**config.mk**
```make
export PLATFORM = sky130hd
export DESIGN_NAME = stage4_vmem_sequencer_flat
export DESIGN_NICKNAME = d
export VERILOG_FILES = /design/src/rtl/stage4_vmem_sequencer_pkg.sv /design/src/rtl/stage4_vmem_sequencer_if.sv /design/src/rtl/stage4_vmem_sequencer_lane_align.sv /design/src/rtl/stage4_vmem_sequencer.sv /design/src/flat_wrapper.sv
export SDC_FILE = /design/constraint.sdc
export NUM_CORES = 1
export LEC_CHECK = 0
export CAP_MARGIN = 20
export CORE_AREA = 2 2 137 139
export CTS_CLUSTER_SIZE = 30
export DETAILED_ROUTE_END_ITERATION = 6
export DIE_AREA = 0 0 139 141
export DONT_BUFFER_PORTS = 1
export PLACE_DENSITY = 0.43
export SYNTH_ARGS = -nofsm -noshare
export SYNTH_HDL_FRONTEND = slang
export SYNTH_SLANG_ARGS = --single-unit
```
**constraint.sdc**
```tcl
create_clock -name CLK -period 2.7 [get_ports CLK]
set_clock_uncertainty 0.1 [all_clocks]
set_input_delay 0 -clock CLK [delete_from_list [all_inputs] [get_ports CLK]]
set_output_delay 0 -clock CLK [all_outputs]
set_load 0.005 [all_outputs]
```
**src/rtl/stage4_vmem_sequencer_pkg.sv**
```systemverilog
// Shared types for the rv32v memory stage: sequencer states and element widths.
package rv32v_types_pkg;

    typedef enum logic [1:0] {
        IDLE  = 2'd0,
        VEC   = 2'd1,
        VDONE = 2'd2
    } vmem_state_t;

    typedef enum logic [1:0] {
        EEW8     = 2'b00,
        EEW16    = 2'b01,
        EEW32    = 2'b10,
        EEW_RSVD = 2'b11
    } eew_t;

endpackage

```
**src/rtl/stage4_vmem_sequencer_if.sv**
```systemverilog
// Data-cache generic bus: one request channel with a busy back-pressure signal.
interface stage4_vmem_sequencer_if;

    logic [31:0] bus_addr;
    logic [31:0] bus_wdata;
    logic        bus_ren;
    logic        bus_wen;
    logic [3:0]  bus_byte_en;
    logic        bus_busy;
    logic [31:0] bus_rdata;

    modport master (
        output bus_addr, bus_wdata, bus_ren, bus_wen, bus_byte_en,
        input  bus_busy, bus_rdata
    );

    modport slave (
        input  bus_addr, bus_wdata, bus_ren, bus_wen, bus_byte_en,
        output bus_busy, bus_rdata
    );

endinterface

```
**src/rtl/stage4_vmem_sequencer_lane_align.sv**
```systemverilog
// Byte-lane alignment for one element: byte enables, store lane shift,
// load extraction and the misalignment flag, all from (eew, offset).
module vmem_lane_align
    import rv32v_types_pkg::*;
(
    input  eew_t        eew,
    input  logic [1:0]  offset,
    input  logic [31:0] wdata_in,
    input  logic [31:0] rdata_in,
    output logic [3:0]  byte_en,
    output logic [31:0] wdata_out,
    output logic [31:0] rdata_out,
    output logic        misalign
);

    logic [31:0] rdata_shifted;

    // Lane selection per element width; reserved width always reports misalign.
    always_comb begin
        byte_en       = '0;
        misalign      = 1'b0;
        rdata_out     = '0;
        rdata_shifted = rdata_in >> {offset, 3'b000};
        wdata_out     = wdata_in << {offset, 3'b000};
        case (eew)
            EEW8: begin
                byte_en   = 4'b0001 << offset;
                rdata_out = {24'h0, rdata_shifted[7:0]};
            end
            EEW16: begin
                misalign  = offset[0];
                byte_en   = 4'b0011 << offset;
                rdata_out = {16'h0, rdata_shifted[15:0]};
            end
            EEW32: begin
                misalign  = (offset != 2'b00);
                byte_en   = 4'b1111;
                rdata_out = rdata_in;
            end
            default: begin
                misalign  = 1'b1;
            end
        endcase
    end

endmodule

```
**src/rtl/stage4_vmem_sequencer.sv**
```systemverilog
// Memory-stage controller: shares the dcache port between scalar accesses and
// vector unit/strided accesses, issuing one bus request per vector element.
module stage4_vmem_sequencer
    import rv32v_types_pkg::*;
#(
    parameter int VL_W  = 6,
    parameter int IDX_W = 5
) (
    input  logic              CLK,
    input  logic              RST,
    input  logic              s_ren,
    input  logic              s_wen,
    input  logic [31:0]       s_addr,
    input  logic [31:0]       s_wdata,
    input  logic [3:0]        s_byte_en,
    output logic [31:0]       s_rdata,
    input  logic              v_req,
    input  logic              v_is_store,
    input  logic [31:0]       v_base,
    input  logic [31:0]       v_stride,
    input  logic [1:0]        v_eew,
    input  logic [VL_W-1:0]   v_vl,
    input  logic [31:0]       v_wdata,
    output logic [IDX_W-1:0]  v_idx,
    output logic [31:0]       v_rdata,
    output logic              v_rvalid,
    output logic              v_done,
    output logic              v_fault,
    stage4_vmem_sequencer_if.master bus,
    output logic              mem_stall
);

    vmem_state_t      state;
    logic [IDX_W-1:0] idx;
    logic [31:0]      addr_acc;
    logic             fault_q;

    eew_t        eew;
    logic        scalar_req;
    logic        in_idle;
    logic        in_vec;
    logic        accept;
    logic        vec_cmpl;
    logic        last_elem;
    logic [3:0]  lane_be;
    logic [31:0] lane_wdata;
    logic [31:0] lane_rdata;
    logic        lane_misalign;

    assign eew        = eew_t'(v_eew);
    assign scalar_req = s_ren | s_wen;
    assign in_idle    = (state == IDLE);
    assign in_vec     = (state == VEC);
    assign accept     = in_idle & ~scalar_req & v_req;
    assign vec_cmpl   = in_vec & ~lane_misalign & ~bus.bus_busy;
    assign last_elem  = (VL_W'(idx) == v_vl - VL_W'(1));

    vmem_lane_align u_align (
        .eew       (eew),
        .offset    (addr_acc[1:0]),
        .wdata_in  (v_wdata),
        .rdata_in  (bus.bus_rdata),
        .byte_en   (lane_be),
        .wdata_out (lane_wdata),
        .rdata_out (lane_rdata),
        .misalign  (lane_misalign)
    );

    // Sequencer FSM: accept, per-element walk, one-cycle completion.
    always_ff @(posedge CLK) begin
        if (RST) begin
            state    <= IDLE;
            idx      <= '0;
            addr_acc <= '0;
            fault_q  <= 1'b0;
        end else begin
            case (state)
                IDLE: begin
                    if (accept) begin
                        idx <= '0;
                        if (v_vl == '0 || eew == EEW_RSVD) begin
                            state   <= VDONE;
                            fault_q <= (eew == EEW_RSVD);
                        end else begin
                            state    <= VEC;
                            addr_acc <= v_base;
                        end
                    end
                end
                VEC: begin
                    if (lane_misalign) begin
                        fault_q <= 1'b1;
                        state   <= VDONE;
                    end else if (vec_cmpl) begin
                        idx      <= idx + IDX_W'(1);
                        addr_acc <= addr_acc + v_stride;
                        if (last_elem) begin
                            state <= VDONE;
                        end
                    end
                end
                VDONE: begin
                    state   <= IDLE;
                    fault_q <= 1'b0;
                end
                default: begin
                    state <= IDLE;
                end
            endcase
        end
    end

    // Bus mux and status outputs; everything is forced quiet while RST is high.
    always_comb begin
        bus.bus_ren     = 1'b0;
        bus.bus_wen     = 1'b0;
        bus.bus_addr    = '0;
        bus.bus_wdata   = '0;
        bus.bus_byte_en = '0;
        s_rdata         = '0;
        v_idx           = '0;
        v_rdata         = '0;
        v_rvalid        = 1'b0;
        v_done          = 1'b0;
        v_fault         = 1'b0;
        mem_stall       = 1'b0;
        if (!RST) begin
            if (in_idle) begin
                bus.bus_ren     = s_ren;
                bus.bus_wen     = s_wen;
                bus.bus_addr    = {s_addr[31:2], 2'b00};
                bus.bus_wdata   = s_wdata;
                bus.bus_byte_en = s_byte_en;
            end else if (in_vec && !lane_misalign) begin
                bus.bus_ren     = ~v_is_store;
                bus.bus_wen     = v_is_store;
                bus.bus_addr    = {addr_acc[31:2], 2'b00};
                bus.bus_wdata   = lane_wdata;
                bus.bus_byte_en = lane_be;
            end
            s_rdata   = bus.bus_rdata;
            v_idx     = idx;
            v_rvalid  = vec_cmpl & ~v_is_store;
            v_rdata   = v_rvalid ? lane_rdata : '0;
            v_done    = (state == VDONE);
            v_fault   = (state == VDONE) & fault_q;
            mem_stall = (scalar_req & bus.bus_busy) | ~in_idle | (v_req & in_idle);
        end
    end

endmodule
```
**src/flat_wrapper.sv**
```systemverilog
// flat-port wrapper written by rule: the top's interface ports become plain ports
module stage4_vmem_sequencer_flat import rv32v_types_pkg::*;
#(
    parameter int VL_W  = 6,
    parameter int IDX_W = 5
)
  (CLK, RST, s_ren, s_wen, s_addr, s_wdata, s_byte_en, s_rdata, v_req, v_is_store, v_base, v_stride, v_eew, v_vl, v_wdata, v_idx, v_rdata, v_rvalid, v_done, v_fault, mem_stall, bus_bus_addr, bus_bus_wdata, bus_bus_ren, bus_bus_wen, bus_bus_byte_en, bus_bus_busy, bus_bus_rdata);
  stage4_vmem_sequencer_if bus_i ();
  input  logic CLK;
  input  logic RST;
  input  logic s_ren;
  input  logic s_wen;
  input  logic [31:0] s_addr;
  input  logic [31:0] s_wdata;
  input  logic [3:0] s_byte_en;
  output logic [31:0] s_rdata;
  input  logic v_req;
  input  logic v_is_store;
  input  logic [31:0] v_base;
  input  logic [31:0] v_stride;
  input  logic [1:0] v_eew;
  input  logic [VL_W-1:0] v_vl;
  input  logic [31:0] v_wdata;
  output logic [IDX_W-1:0] v_idx;
  output logic [31:0] v_rdata;
  output logic v_rvalid;
  output logic v_done;
  output logic v_fault;
  output logic mem_stall;
  output wire logic [$bits(bus_i.bus_addr)-1:0] bus_bus_addr;
  output wire logic [$bits(bus_i.bus_wdata)-1:0] bus_bus_wdata;
  output wire logic [$bits(bus_i.bus_ren)-1:0] bus_bus_ren;
  output wire logic [$bits(bus_i.bus_wen)-1:0] bus_bus_wen;
  output wire logic [$bits(bus_i.bus_byte_en)-1:0] bus_bus_byte_en;
  input wire logic [$bits(bus_i.bus_busy)-1:0] bus_bus_busy;
  input wire logic [$bits(bus_i.bus_rdata)-1:0] bus_bus_rdata;
  assign bus_bus_addr = bus_i.bus_addr;
  assign bus_bus_wdata = bus_i.bus_wdata;
  assign bus_bus_ren = bus_i.bus_ren;
  assign bus_bus_wen = bus_i.bus_wen;
  assign bus_bus_byte_en = bus_i.bus_byte_en;
  assign bus_i.bus_busy = bus_bus_busy;
  assign bus_i.bus_rdata = bus_bus_rdata;
  stage4_vmem_sequencer #(.VL_W(VL_W), .IDX_W(IDX_W)) u_core (.CLK(CLK), .RST(RST), .s_ren(s_ren), .s_wen(s_wen), .s_addr(s_addr), .s_wdata(s_wdata), .s_byte_en(s_byte_en), .s_rdata(s_rdata), .v_req(v_req), .v_is_store(v_is_store), .v_base(v_base), .v_stride(v_stride), .v_eew(v_eew), .v_vl(v_vl), .v_wdata(v_wdata), .v_idx(v_idx), .v_rdata(v_rdata), .v_rvalid(v_rvalid), .v_done(v_done), .v_fault(v_fault), .bus(bus_i), .mem_stall(mem_stall));
endmodule
```
==> run_results.csv <==
group,metric,value,unit
placed_design,dp.cells,1123,
global_route,grtUsageTotal,23.00,%
hold_path,hold_class,"primary input to output port",
final_layout,fin_util,38.50,%
placed_design,portBuffers,0,
global_route,grt_pass1_vias,6413,
floorplan,die_x,139,um
global_route,grt_pass1_wl,36.57,mm
synthesis,syn_area_per_cell,6.542,um2
clock_network,insertion_delay,0.29,ns
synthesis,ys_ff_latch,40,
clock_network,cts-root-buf,"clkbuf_16",
synthesis,yosysSeqAreaShare,13.32,%
synthesis,synthArstFlopShare,0,%
timing,hold_viol,0,
floorplan,die_h,141,um
timing,rsz0062_at_grt,"true",
timing,max_freq,385.2,MHz
final_layout,final_common_cell,"nor2_1",
synthesis,ys.flop_type,"dfxtp_1",
floorplan,die-area,19600,um2
critical_path,worstPathRequired,2.82,ns
final_layout,layout-drive-gt1-share,9.458,%
timing,slew_viol_final,0,
timing,slew-limit-headroom,54.61,%
clock_network,path_clk_slew,0.06,ns
pwr,power_density,1019,nW/um2
final_layout,fin_nets,1189,
synthesis,synth-edff-count,0,
synthesis,synth_top_area_share,13.32,%
routing,vias,6667,
critical_path,end_kind,"flip-flop",
routing,drt_wl_total,24.01,mm
critical_path,start_kind,"flip-flop",
global_route,grt_start_max_net_pins,134,
routing,drt_iter0_drc,244,
final_layout,final_cells,1176,
critical_path,crit_fanout,7,
clock_network,cts_tree,"yes",
synthesis,synthCells,919,
synthesis,ys_types,65,
clock_network,cts.path.max_buffers,2,
floorplan,rows,50,
placed_design,dp_slack,0.02856,ns
critical_path,arrival,2.72,ns
placed_design,hpwlAfterDp,18.29,mm
synthesis,synth_area,6012,um2
final_layout,area_delta_synth_final,16.98,%
floorplan,ios,354,
routing,wl_per_cell,20.41,um
routing,drt_first_pass_iters,5,
placed_design,placed_area,6339,um2
pwr,leakage,2.782,nW
pwr,vdd.ir_drop.worst,477.9,uV
clock_network,htreeDepth,2,
run,cap_violations,0,
routing,drc,0,
global_route,antenna_found_initial,1,
clock_network,numCtsBuffers,5,
synthesis,netlist_top_cells_area,"dfxtp_1, nor2_1, a21oi_1, ha_1, mux2i_1",
final_layout,layout_common_cells,"nor2_1, a21oi_1, nand2_1",
timing,worstMarginPinSlew,0.6751,ns
synthesis,synth_warnings,0,
timing,setup_viol,0,
final_layout,stdcell_area,7033,um2
floorplan,core_area,18270,um2
routing,route.antenna.remaining_nets,0,
clock_network,cts.sinks,40,
timing,setup_slack,0.1036,ns
timing,period_share,96.16,%
critical_path,crit_type,"flip-flop to flip-flop",
timing,min_period,2.596,ns
routing,viasPerCell,5.669,
timing,tns,0,ns
synthesis,yosysTopAreaCell,"dfxtp_1",
placed_design,gp_congestion,0.8613,
floorplan,start_util,32.91,%
global_route,overflow,0,
outcome,status,"complete, no violations",
## what timing repair did
action                                 CTS  global route
endpoints found under the hold margin  146             0
gates resized for setup                  0            24
setup endpoints to repair                0            22
hold buffers                            41             0
buffers inserted                         0             4
## sequential cells by signal, indices dropped and copies added, names as in the netlist
register and flops:
u_core.addr_acc 32, u_core.fault_q 1, u_core.idx 5, u_core.state 2
## metal layers
metal	track usage, %	part of all wire, %
met1	28.00	42
met2	41.79	50
met3	3.770	5.7
met4	6.539	2.4
met5	0	0
## logic make-up after synthesis
family / after synthesis / share of synthesized area, %
DFF: 40 / 13.32
buffers and inverters: 92 / 6.035
muxes: 43 / 7.347
AOI/OAI and AO/OA: 277 / 28.74
adders and majority gates: 37 / 7.825
xor gates and xnor gates: 37 / 5.390
other: 1 / 0.06238
and+or+nand+nor: 392 / 31.28
## cell usage after synthesis, drive strengths merged, types with 2 or more instances
cell type  instances
nor2             175
and3              38
a211oi            27
o21ai             44
or3                6
o2111ai            3
a311oi             2
mux2i             34
a21o               8
nand2b             9
a2111oi            2
and4               2
a32oi              2
a21boi             5
ha                36
a31oi             14
nor3              29
nor3b              6
nand3b             2
nand4              5
xor2              19
o21bai             5
or4                2
a21oi            116
a22oi             32
dfxtp             40
nand3             10
nor2b             38
and2              19
buf               16
o211ai             4
clkbuf            53
nand2             48
inv               22
xnor2             18
a211o              2
o31ai              3
mux2               9
## critical path, cell delays in order (launching register included)
cell           delay (ns)
dfxtp_1              0.31
inv_1                0.12
ha_2                 0.25
clkinvlp_4           0.14
buf_4                0.20
nand2_1              0.11
o31ai_4              0.08
and2_1               0.18
buf_4                0.16
a21o_1               0.18
dlygate4sd3_1        0.60
nor2_1               0.12
## metrics by stage
stage          hold slack [ns]  power, mW
2_1_floorplan         -0.01705      4.863
3_3_place_gp          -0.05688      6.244
3_5_place_dp          -0.05903      6.215
4_1_cts               0.001204      7.015
5_1_grt                0.01587      7.870
6_report              0.002660      7.166
## worst paths after layout
check | from | endpoint | depth (start not counted) | slack, ns
max | u_core.state[1]$_SDFFE_PP0P_ | u_core.idx[3]$_SDFFE_PP0P_ | 11 | 0.10
min | bus_bus_rdata[15] | s_rdata[15] | 2 | 0.003
max reg2reg | u_core.state[1]$_SDFFE_PP0P_ | u_core.idx[3]$_SDFFE_PP0P_ | 11 | 0.10
min reg2reg | u_core.addr_acc[26]$_SDFFE_PP0P_ | u_core.addr_acc[26]$_SDFFE_PP0P_ | 2 | 0.40
## final cells by class
cell class | instances | area (um2)
Fill cell | 2009 | 11230
Multi-Input combinational cell | 788 | 4960
Sequential cell | 40 | 803.3
Timing Repair Buffer | 83 | 747.0
Tap cell | 234 | 292.8
Clock buffer | 6 | 128.9
Inverter | 23 | 93.84
Clock inverter | 1 | 5.005
Antenna cell | 1 | 2.502
## where the power goes
part / internal (mW) / switching [mW]
Clock: 0.337 / 0.248
Sequential: 0.841 / 0.196
Combinational: 2.25 / 3.29
(Power assumes the default switching activity.)
